===== config.mk =====
export PLATFORM = sky130hd
export DESIGN_NAME = wptr_full_ctrl
export DESIGN_NICKNAME = d
export VERILOG_FILES = /design/src/rtl/wptr_full_ctrl.sv
export SDC_FILE = /design/constraint.sdc
export NUM_CORES = 1
export LEC_CHECK = 0
export ABC_AREA = 1
export CORE_UTILIZATION = 35
export DETAILED_ROUTE_END_ITERATION = 16
export PLACE_DENSITY = 0.65
export SLEW_MARGIN = 20
export SYNTH_ARGS = -nofsm -noshare
export SYNTH_HDL_FRONTEND = slang
export SYNTH_SLANG_ARGS = --single-unit
export TNS_END_PERCENT = 50

===== constraint.sdc =====
create_clock -name clk -period 2.23 [get_ports clk]
set_input_delay 0.446 -clock clk [delete_from_list [all_inputs] [get_ports clk]]
set_output_delay 0.446 -clock clk [all_outputs]
set_load 0.02 [all_outputs]

===== src/rtl/wptr_full_ctrl.sv =====
// Write-domain pointer/full controller for the async FIFO: binary and Gray write
// pointers, RAM write address, and full / almost-full / level / overflow flags.
module wptr_full_ctrl #(
    parameter int ADDRSIZE     = 4,
    parameter int AFULL_MARGIN = 2
) (
    input  logic                clk,
    input  logic                rst_n,
    input  logic                winc,
    input  logic [ADDRSIZE:0]   wq2_rptr,
    input  logic                wovf_clr,
    output logic [ADDRSIZE-1:0] waddr,
    output logic [ADDRSIZE:0]   wptr,
    output logic                wfull,
    output logic                walmost_full,
    output logic [ADDRSIZE:0]   wlevel,
    output logic                wovf
);

    localparam int              DEPTH    = 2 ** ADDRSIZE;
    localparam logic [ADDRSIZE:0] AFULL_TH = (ADDRSIZE + 1)'(DEPTH - AFULL_MARGIN);

    logic [ADDRSIZE:0] wbin;
    logic [ADDRSIZE:0] wbinnext;
    logic [ADDRSIZE:0] wgraynext;
    logic [ADDRSIZE:0] rbin;
    logic [ADDRSIZE:0] lvlnext;
    logic [ADDRSIZE:0] full_ptr;
    logic              we;

    assign we        = winc & ~wfull;
    assign wbinnext  = wbin + {{ADDRSIZE{1'b0}}, we};
    assign wgraynext = (wbinnext >> 1) ^ wbinnext;
    assign waddr     = wbin[ADDRSIZE-1:0];

    // Full when the write pointer is one lap ahead: top two Gray bits inverted.
    assign full_ptr  = {~wq2_rptr[ADDRSIZE:ADDRSIZE-1], wq2_rptr[ADDRSIZE-2:0]};

    always_comb begin
        rbin = '0;
        for (int i = 0; i <= ADDRSIZE; i++) begin
            rbin[i] = ^(wq2_rptr >> i);
        end
    end

    // The synchronized read pointer lags, so this level can only over-report.
    assign lvlnext = wbinnext - rbin;

    always_ff @(posedge clk or negedge rst_n) begin
        if (!rst_n) begin
            wbin         <= '0;
            wptr         <= '0;
            wfull        <= 1'b0;
            walmost_full <= 1'b0;
            wlevel       <= '0;
            wovf         <= 1'b0;
        end else begin
            wbin         <= wbinnext;
            wptr         <= wgraynext;
            wfull        <= (wgraynext == full_ptr);
            walmost_full <= (lvlnext >= AFULL_TH);
            wlevel       <= lvlnext;
            if (winc && wfull) begin
                wovf <= 1'b1;
            end else if (wovf_clr) begin
                wovf <= 1'b0;
            end
        end
    end

endmodule

# After elaboration in Yosys (flattened, before gate mapping)
# Index checks and enable logic that the tools add are counted.
[word_totals]
reg_bits = 18
out_inout_bits = 17
word_cells = 23
in_bits = 9
[op_classes]
n_mux = 2
reduce_logical = 7
addsub = 2
n_eq_ne = 1
n_lt_le_gt_ge = 1
bitwise = 4
[ops]
columns = ["cell", "count"]
rows = [
  ["$reduce_xor A5 Y1", 5],
  ["$add A5 B1 Y5", 1],
  ["$eq A5 B5 Y1", 1],
  ["$ge A5 B4 Y1 const B", 1],
  ["$sub A5 B5 Y5", 1],
  ["$xor A4 B5 Y5", 1],
  ["$mux W1", 2],
  ["$not A2 Y2", 1],
  ["$reduce_bool A2 Y1", 1],
  ["$and A1 B1 Y1", 1],
  ["$logic_and A1 B1 Y1", 1],
  ["$not A1 Y1", 1],
]

# Logic depth before layout (Yosys ltp)
[depth]
ltp_word = 5
ltp_mapped = 17
ltp_nobuf = 17

# Worst setup path before layout
# Ideal clock, no wire load.
[synth_timing]
kind = "flip-flop to flip-flop"
from = "register wfull"
to = "register walmost_full"
slack_ns = 0.023
t_arrival_ns = 2.090
path_buffers = 0
path_stages_with_launch = 12
synth_period_minus_slack_ns = 2.207
path_cell_list = "dfrtp_1 nor2_1 ha_1 ha_1 inv_1 fa_1 nor2_1 nor2_1 nand2_1 nand3_1 nand2_1 nand2_1"
[synth_via]
elab_chain_len = 5
[synth_rtl]
columns = ["item", "line", "rtl"]
rows = [
  ["start, declared", "14", "output logic wfull,"],
  ["start signal, assigned", "60", "wfull <= (wgraynext == full_ptr);"],
  ["$not A1 Y1", "31", "assign we = winc & ~wfull;"],
  ["$and A1 B1 Y1", "31", ""],
  ["$add A5 B1 Y5", "32", "assign wbinnext = wbin + {{ADDRSIZE{1'b0}}, we};"],
  ["named net wbinnext[1]", "24", "logic [ADDRSIZE:0] wbinnext;"],
  ["$sub A5 B5 Y5", "47", "assign lvlnext = wbinnext - rbin;"],
  ["$ge A5 B4 Y1", "61", "walmost_full <= (lvlnext >= AFULL_TH);"],
  ["end signal, assigned", "61", ""],
  ["end, declared", "15", "output logic walmost_full,"],
]
# The timed path passes the listed nets, and every way through them passes these cells.
# A chain may end at the register's enable or synchronous reset.

# Worst setup path after layout
[layout_timing]
from = "input port wq2_rptr[4]"
to = "register walmost_full"
[layout_via]
elab_chain_len = 3
elab_cells_between_ends = 7
classes_between = "1 x add/sub; 1 x order compare; 5 x reduce/logical"
[layout_rtl]
columns = ["item", "line", "rtl"]
rows = [
  ["start, declared", "10", "input logic [ADDRSIZE:0] wq2_rptr,"],
  ["$reduce_xor A5 Y1", "42", "rbin[i] = ^(wq2_rptr >> i);"],
  ["$sub A5 B5 Y5 *", "47", ""],
  ["$ge A5 B4 Y1 *", "61", ""],
]
# Mark *: on every way between the ends. The rest lies on a longest branch, timed or not.

==> summary.txt <==
Floorplanning
  • Die width: 55.0 um
  • Die Area: 0.00302 sq mm
  • Row count: 18
  • I/O Pins: 26
  • Initial Util: 0.383
  • Core area: 0.00257 sq mm
  • Die Y: 55.0 um

Layout
  • Post-route cell area: 0.00154 sq mm
  • Final net count: 197
  • Share of the core filled with cells: 0.601
  • N_diodes: 0
  • Fin cells: 211
  • Filler cells: 239
  • Synth-to-layout area growth: 57.1%
  • Layout cells sized above 1: 0.265

Min path
  • Hold Crit Class: in2reg

Detailed routing
  • Per-cell routed wire length: 11.0 um
  • Residual DRC count: 0
  • DRT iter0 DRCs: 18
  • DR vias/cell: 4.57
  • Post-route ant nets: 0
  • Wirelength, routed: 2330 um
  • First-pass detailed-route iteration total: 4
  • Routed vias: 965

Synthesis
  • Synthesized area: 982 sq um
  • Adder-cell share of the synthesized area: 0.0841
  • Gate Count Post-Synth: 129
  • Compound-Gate Fraction of Synth Area: 0.0102
  • Mean Syn Cell Area: 7.61 sq um
  • Largest family of logic cells by synthesized area: simple AND/OR/NAND/NOR gates
  • Simple-gate share of the synthesized area: 0.330
  • Synth cell types: 15
  • Post-synthesis sequential area ratio: 0.433
  • Post-synthesis mux area share: 0
  • Yosys warns: 0
  • Area share of xor/xnor cells in the synthesized design: 0.0433
  • Syn Nets: 144
  • Register bit total from synthesis: 17

Clocking
  • Clock tree root buffer cell: clkbuf_4
  • Worst-Skew Late Latency: 0.29 ns
  • CTS HTree Levels: 1
  • Clock transition at path regs: 0.11 ns
  • Clock Tree Buf Depth: 2
  • CTS tree: built
  • CTS sink count: 17
  • Hold_buf cts: 0
  • Total CTS buffers: 3

Critical path
  • Setup CP Type: in2reg
  • CP required: 2.43 ns
  • Crit-path max FO: 3
  • CP endpoint kind: flop
  • Reg2Reg Setup Slack: 0.26 ns
  • Worst setup startpoint: wq2_rptr[4]
  • CP endpoint: walmost_full
  • Origin of the critical flop-to-flop path: wfull
  • FF-to-FF path depth: 16
  • Worst Path Arrival: 2.28 ns
  • Reg-to-reg endpoint: walmost_full
  • Startpoint Class: input port

Global route
  • Vias in the first global route: 930
  • GRT overflow: 0
  • Overall routing resource usage: 0.180
  • Pin count of the biggest net entering global routing: 18
  • First-pass GRT wire length: 3730 um
  • Initial antenna violation count: 0

Power
  • P_leak: 0.000839 uW
  • PwrDens: 1630 mW/mm^2
  • Tot Pwr: 2510 uW
  • Maximum VDD drop: 1.00 mV

Timing
  • Clk_skew: 0.00806 ns
  • RSZ-0062 raised after global routing: no
  • Final Hold Fails: 0
  • Fin crit period: 2.08 ns
  • Final slew viol count: 0
  • Normalized max-slew margin: 0.823
  • Worst slew pin tran: 0.265 ns
  • FMAX: 0.480 GHz
  • Setup TNS: 0 ns
  • Period utilisation layout: 0.933
  • Setup violations, final: 0

Place
  • Port bufs: 25
  • Placed insts: 204
  • Final Wtd Congestion: 0.791
  • HPWL Detailed: 1730 um
  • Placed cell area: 0.00142 sq mm

Flow run
  • Maxcap violations: 0

Status
  • Status: complete, no violations
-- what timing repair did --
action                     CTS  global route
setup endpoints to repair    4             4
hold endpoints to repair     0             0
buffers inserted             0             3
resized for setup            9            17
pin swaps                    1            10
-- layer usage --
metal  global-route usage  share of wire  vias to the layer above
li1                     -              -                      496
met1                0.203           0.44                      451
met2                0.327           0.52                       16
met3               0.0273          0.032                        2
met4               0.0875         0.0064                        0
met5                    0              0                        -
-- state kept, by name, indices dropped and copies added, names as in the netlist --
signal,count
wbin,5
wlevel,5
wptr,4
walmost_full,1
wfull,1
wovf,1
-- layout make-up --
cell class                 count  area [sq um]  area share
tap                           30          37.5      0.0243
timing repair buffer          48           428       0.277
multi-input combinational     86           527       0.341
inverter                      26          97.6      0.0633
clock inverter                 1          5.00     0.00324
sequential                    17           425       0.276
clock buffer                   3          22.5      0.0146
-- where the power goes --
part / total [uW] / switching (uW) / internal, uW
sequential: 552 / 88.4 / 464
combinational: 1790 / 915 / 874
clock: 166 / 99.7 / 66.7
total: 2510 / 1100 / 1400
-- logic make-up after synthesis --
group | count (synthesis)
flops | 17
simple gates | 74
fa+ha+maj | 6
buf+inv | 26
compound gates | 2
xor+xnor | 4
-- per-stage QoR --
step	hold WS (ns)	worst slack [ns]
floorplan	0.150	0.0226
global placement	0.500	-0.491
detailed placement	0.503	-0.557
CTS	0.469	0.00861
global route	0.440	0.0373
finish	0.408	0.149
-- worst min path at each step --
stage                from           end  cells past startpoint
finish               winc          wovf                      3
global route         winc          wovf                      3
CTS                 rst_n     wlevel[1]                      2
detailed placement  wfull          wovf                      2
global placement    wfull          wovf                      2
floorplan           rst_n  walmost_full                      0
-- critical path, stage by stage --
cell and delay, ns:
clkdlybuf4s15_1 0.21, inv_2 0.08, nand2_2 0.05, nand2_2 0.10, xor2_2 0.16, xor2_1 0.15, inv_1 0.06, ha_2 0.18
fa_2 0.39, nor2_4 0.12, nor2_1 0.05, nand2_1 0.07, nand3_1 0.07, nand2_1 0.09, nand2_1 0.05
-- cell usage after synthesis (all sizes together) --
| cell type | instances | area share |
|---|---|---|
| o21ai | 2 | 0.010 |
| nand3b | 1 | 0.0076 |
| nand3 | 17 | 0.087 |
| nor2 | 7 | 0.027 |
| nand2 | 44 | 0.18 |
| nor3 | 1 | 0.0051 |
| dfrtp | 17 | 0.43 |
| xor2 | 4 | 0.043 |
| inv | 26 | 0.099 |
| fa | 1 | 0.020 |
| nand4 | 3 | 0.019 |
| and2 | 1 | 0.0064 |
| ha | 5 | 0.064 |
-- cells in the final DEF (no fill, tap or decap), drive strengths merged, types with 4 or more instances in the layout --
cell | synthesis | layout
buf | 0 | 23
clkbuf | 0 | 4
clkdlybuf4s50 | 0 | 19
dfrtp | 17 | 17
dlymetal6s2s | 0 | 4
ha | 5 | 5
inv | 26 | 26
nand2 | 44 | 44
nand3 | 17 | 17
nor2 | 7 | 7
xor2 | 4 | 4
No activity file was read; power rests on OpenSTA's default activity.
